**src/rtl/demux4_buffered_if.sv**
```systemverilog
// Upstream/downstream signal bundle for demux4_buffered: one input word plus
// destination select, and four independently handshaked output channels.
interface demux4_buffered_if #(
  parameter int WIDTH = 4
);
  logic [WIDTH-1:0] d;
  logic [1:0]       s;
  logic             valid;
  logic             ready;
  logic [WIDTH-1:0] y0;
  logic [WIDTH-1:0] y1;
  logic [WIDTH-1:0] y2;
  logic [WIDTH-1:0] y3;
  logic [3:0]       yvalid;
  logic [3:0]       yready;

  modport master (
    output d, s, valid, yready,
    input  ready, y0, y1, y2, y3, yvalid
  );

  modport slave (
    input  d, s, valid, yready,
    output ready, y0, y1, y2, y3, yvalid
  );
endinterface

```
**src/rtl/demux4_buffered.sv**
```systemverilog
// 1-to-4 demultiplexer with a 2-entry FIFO per output channel; words are
// routed by s at the push edge and drained per channel by yready.
module demux4_buffered #(
  parameter int WIDTH = 4
) (
  input  logic                clk,
  input  logic                reset_n,
  demux4_buffered_if.slave    bus
);

  logic [WIDTH-1:0] mem [4][2];
  logic [1:0]       count [4];
  logic [3:0]       rd_ptr;
  logic [3:0]       wr_ptr;
  logic [3:0]       push;
  logic [3:0]       pop;
  logic [3:0]       nonempty;
  logic [WIDTH-1:0] head [4];

  // ready looks only at the selected channel's registered count, so there is
  // no combinational path from valid or yready.
  assign bus.ready = (count[bus.s] != 2'd2);

  // NOTE: every always_comb output gets a default first so no path leaves it
  // unassigned, which would infer a latch.
  always_comb begin
    push     = '0;
    pop      = '0;
    nonempty = '0;
    for (int i = 0; i < 4; i++) begin
      head[i]     = '0;
      nonempty[i] = (count[i] != 2'd0);
      push[i]     = bus.valid && bus.ready && (bus.s == 2'(i));
      pop[i]      = nonempty[i] && bus.yready[i];
      if (nonempty[i]) head[i] = mem[i][rd_ptr[i]];
    end
  end

  assign bus.yvalid = nonempty;
  assign bus.y0     = head[0];
  assign bus.y1     = head[1];
  assign bus.y2     = head[2];
  assign bus.y3     = head[3];

  // NOTE: sequential state uses non-blocking assignments so all registers
  // update from the same pre-edge values.
  always_ff @(posedge clk or negedge reset_n) begin
    if (!reset_n) begin
      rd_ptr <= '0;
      wr_ptr <= '0;
      for (int i = 0; i < 4; i++) count[i] <= '0;
    end else begin
      for (int i = 0; i < 4; i++) begin
        if (push[i]) wr_ptr[i] <= ~wr_ptr[i];
        if (pop[i])  rd_ptr[i] <= ~rd_ptr[i];
        case ({push[i], pop[i]})
          2'b10:   count[i] <= count[i] + 2'd1;
          2'b01:   count[i] <= count[i] - 2'd1;
          default: count[i] <= count[i];
        endcase
      end
    end
  end

  // NOTE: the storage array is deliberately not reset; stale entries are
  // never visible because outputs are masked by the channel count.
  always_ff @(posedge clk) begin
    for (int i = 0; i < 4; i++) begin
      if (push[i]) mem[i][wr_ptr[i]] <= bus.d;
    end
  end

endmodule

```
**src/flat_wrapper.sv**
```systemverilog
// flat-port wrapper written by rule: the top's interface ports become plain ports
module demux4_buffered_flat 
#(
  parameter int WIDTH = 4
)
  (clk, reset_n, bus_d, bus_s, bus_valid, bus_yready, bus_ready, bus_y0, bus_y1, bus_y2, bus_y3, bus_yvalid);
  demux4_buffered_if #(.WIDTH(WIDTH)) bus_i ();
  input  logic clk;
  input  logic reset_n;
  input wire logic [$bits(bus_i.d)-1:0] bus_d;
  input wire logic [$bits(bus_i.s)-1:0] bus_s;
  input wire logic [$bits(bus_i.valid)-1:0] bus_valid;
  input wire logic [$bits(bus_i.yready)-1:0] bus_yready;
  output wire logic [$bits(bus_i.ready)-1:0] bus_ready;
  output wire logic [$bits(bus_i.y0)-1:0] bus_y0;
  output wire logic [$bits(bus_i.y1)-1:0] bus_y1;
  output wire logic [$bits(bus_i.y2)-1:0] bus_y2;
  output wire logic [$bits(bus_i.y3)-1:0] bus_y3;
  output wire logic [$bits(bus_i.yvalid)-1:0] bus_yvalid;
  assign bus_i.d = bus_d;
  assign bus_i.s = bus_s;
  assign bus_i.valid = bus_valid;
  assign bus_i.yready = bus_yready;
  assign bus_ready = bus_i.ready;
  assign bus_y0 = bus_i.y0;
  assign bus_y1 = bus_i.y1;
  assign bus_y2 = bus_i.y2;
  assign bus_y3 = bus_i.y3;
  assign bus_yvalid = bus_i.yvalid;
  demux4_buffered #(.WIDTH(WIDTH)) u_core (.clk(clk), .reset_n(reset_n), .bus(bus_i));
endmodule
```
**config.mk**
```make
export PLATFORM = sky130hd
export DESIGN_NAME = demux4_buffered_flat
export DESIGN_NICKNAME = d
export VERILOG_FILES = /design/src/rtl/demux4_buffered_if.sv /design/src/rtl/demux4_buffered.sv /design/src/flat_wrapper.sv
export SDC_FILE = /design/constraint.sdc
export NUM_CORES = 1
export LEC_CHECK = 0
export BUFFER_PORTS_ARGS = -buffer_cell sky130_fd_sc_hd__buf_2
export CAP_MARGIN = 5
export CORE_AREA = 10 10 75 77
export DETAILED_ROUTE_END_ITERATION = 16
export DIE_AREA = 0 0 85 87
export GPL_TIMING_DRIVEN = 0
export PLACE_DENSITY = 0.71
export SLEW_MARGIN = 25
export SYNTH_ARGS = -nofsm -noshare
export SYNTH_HDL_FRONTEND = slang
export SYNTH_SLANG_ARGS = --single-unit
```
**constraint.sdc**
```tcl
create_clock -name clk -period 1.9 [get_ports clk]
set_input_delay 0.38 -clock clk [delete_from_list [all_inputs] [get_ports clk]]
set_output_delay 0.38 -clock clk [all_outputs]
set_load 0.01 [all_outputs]
```
==> summary.md <==
| Metric | Value |
|---|---|
| Layout cell share with drive strength beyond 1 | `30.4%` |
| Fmax achieved | `539 MHz` |
| Synthesized area | `2040 um^2` |
| Largest net degree at the start of global routing | `17` |
| Clk slew on worst S/H paths | `0.08 ns` |
| Fin. max-slew vios | `0` |
| Die height | `87 um` |
| Vias per inst | `4.86` |
| Clk root buf | `clkbuf_8` |
| Setup Skew | `0.00371 ns` |
| Final instance count without filler cells | `243` |
| Die Span X | `85 um` |
| Min-delay worst type | `in -> async` |
| Final wirelength | `3.76 mm` |
| Initial Util | `48.2%` |
| Sequential-to-total area share from yosys stat | `66.7%` |
| Arrival time of the worst setup path | `1.47 ns` |
| Syn Nets | `162` |
| Max_slew headroom | `73.4%` |
| Maxcap violations | `0` |
| Final #Nets | `207` |
| Metal2 WL | `1.99 mm` |
| Total Power | `3560 uW` |
| Switching power | `1220 uW` |
| Global-route wire length before repair | `6.30 mm` |
| Yosys reg bits | `48` |
| Min Tclk post-route | `1.85 ns` |
| Vias in the first global route | `1,278` |
| Worst IR drop on VDD | `0.671 mV` |
| Later-pin clock latency in the skew report | `0.29 ns` |
| Sequential power share | `42.2%` |
| Worst reg2reg path startpoint | `u_core.count[4]$_DFFE_PN0P_` |
| Avg Cell Area, Syn | `14.1 um^2` |
| Port bufs | `33` |
| Comb power frac | `42.4%` |
| Status | `completed` |
| Boundary Pins | `34` |
| CP endpoint kind | `primary output` |
| CP Class | `reg -> out` |
| Crit path from | `u_core.count[0]$_DFFE_PN0P_` |
| Clock power share | `15.5%` |
| Rows | `24` |
| Max Used Layer | `met4` |
| Synthesized instance count | `145` |
| Global-route usage over all layers | `10.9%` |
| Met3 wire len | `242 um` |
| Initial antenna violation count | `0` |
| Post-route design area | `2410 um^2` |
| Final routed DRC violation total | `0` |
| Post-DRT Antenna Nets | `0` |
| Core Box Area | `4230 um^2` |
| TritonRoute pass-1 iters | `4` |
| Syn-to-layout area delta | `18.2%` |
| Startpoint Class | `flip-flop` |
| Placed Area | `2270 um^2` |
| R2r setup slk | `0.32 ns` |
| Final period util | `97.6%` |
| Via count of the routed design | `1,181` |
| Ant diodes | `0` |
| Critical path required time | `1.52 ns` |
| RSZ-0062 raised after global routing | `no` |
| Pwr Density | `1470 nW/um^2` |
| Total gr overflow | `0` |
| Placed cells | `230` |
| CTS tree | `built` |
| DP HPWL | `2.88 mm` |
| # H-tree levels | `2` |
| Worst-margin pin slew | `0.399 ns` |
| PnR worst setup slack | `0.0457 ns` |
| TritonCTS Buffers | `5` |
| P_leak | `0.00102 uW` |
| Final setup violation count | `0` |
| Drt first-iter violations | `42` |
| Setup TNS Final | `0 ns` |
| CTS Buffer Depth | `2` |
| Sw Ratio | `34.2%` |
| Drt wl/cell | `15.5 um` |
| Routability cong. | `0.716` |
| Worst-path fanout max | `2` |
| Netlist cell types | `18` |
| Int Power | `2340 uW` |
| Synth warnings | `0` |
| DRT met1 WL | `1.47 mm` |
| Final hold vios | `0` |
| Place WS | `0.230 ns` |
| Clock Sinks | `48` |
| Die Area | `7400 um^2` |
[worst max-delay path: stages, from the launching register on]
cell      delay (ns)
dfrtp_1         0.38
nand2b_1        0.16
mux4_2          0.50
buf_6           0.14
[placed cells by master, fill, tap and decap left out]
cell type   n
and3_1      1
buf_2      36
buf_4       5
buf_6       1
clkbuf_1    3
clkbuf_8    5
dfrtp_1    16
edfxtp_1   32
ha_1        4
inv_1       7
mux2i_1    16
mux4_2      1
nand2_1     1
nand2b_1    2
nand2b_4    2
nand4_1     1
nand4b_1    2
nor2_1     27
nor2_2      4
nor2b_2     4
nor3b_1     1
xnor2_1    12
xor2_1      8
[sequential cells by signal (all words and copies together), names as in the netlist]
register       cells
u_core.mem        32
u_core.count       8
u_core.rd_ptr      4
u_core.wr_ptr      4
[kinds of logic (layout without fill, tap and decap cells)]
group	after synthesis	count (layout)	synth area share, %
DFF	48	48	66.7
and+or+nand+nor	45	45	11.0
xor gates and xnor gates	20	20	8.58
muxes	17	17	8.95
buffers and inverters	11	57	2.27
adders and majority gates	4	4	2.45
[synth_stat cells, drive strengths merged]
cell type	number	area, um^2
mux4	1	22.5
and3	1	6.26
nand4b	2	17.5
nand2	1	3.75
nor2	31	116
xnor2	12	105
nor2b	4	35.0
nor3b	1	7.51
dfrtp	16	400
edfxtp	32	961
inv	7	26.3
nand4	1	6.26
buf	4	20.0
ha	4	50.1
nand2b	4	32.5
xor2	8	70.1
mux2i	16	160
[power groups by stage]
stage / Clock, uW / Combinational, uW / Sequential (uW)
2_1_floorplan: 0 / 963 / 1510
3_3_place_gp: 0 / 1320 / 1530
3_5_place_dp: 0 / 1370 / 1550
4_1_cts: 566 / 1500 / 1490
5_1_grt: 636 / 1660 / 1530
6_report: 551 / 1510 / 1500
[final timing paths]
kind                                                end  depth (start not counted)
setup / recovery                              bus_ready                          3
hold / removal             u_core.rd_ptr[1]$_DFFE_PN0P_                          1
setup reg to reg            u_core.count[5]$_DFFE_PN0P_                          6
hold reg to reg            u_core.wr_ptr[0]$_DFFE_PN0N_                          1
max in group asynchronous  u_core.wr_ptr[3]$_DFFE_PN0N_                          1
min in group clk             u_core.mem[1][2]$_DFFE_PP_                          1
[final cells by class]
cell class	count	area (um^2)
plain buffers	4	20.0
repair buffers	38	209
well taps	52	65.1
fillers	362	1820
flip-flops and latches	48	1360
multi-input cells	86	651
clock buffers	8	80.1
inverters	7	26.3
[layer usage]
metal | GRT usage, % | vias up
met1 | 11.4 | 569
met3 | 4.40 | 7
met4 | 3.59 | 0
li1 | - | 577
met5 | 0 | -
met2 | 19.3 | 28
[repair_timing]
action,in CTS,in global routing
gates resized for setup,0,6
hold buffers,0,0
setup endpoints to repair,1,15
buffers inserted,5,0
[per-stage QoR]
step	utilization (%)	hold WS [ns]
after floorplan	-	0.0844
after global placement	53.6	0.322
after detailed placement	53.6	0.331
after CTS	56.4	0.00913
after global routing	57.0	0.0112
final	57.0	0.00251
Note: power is estimated with default switching activity, not from simulation.
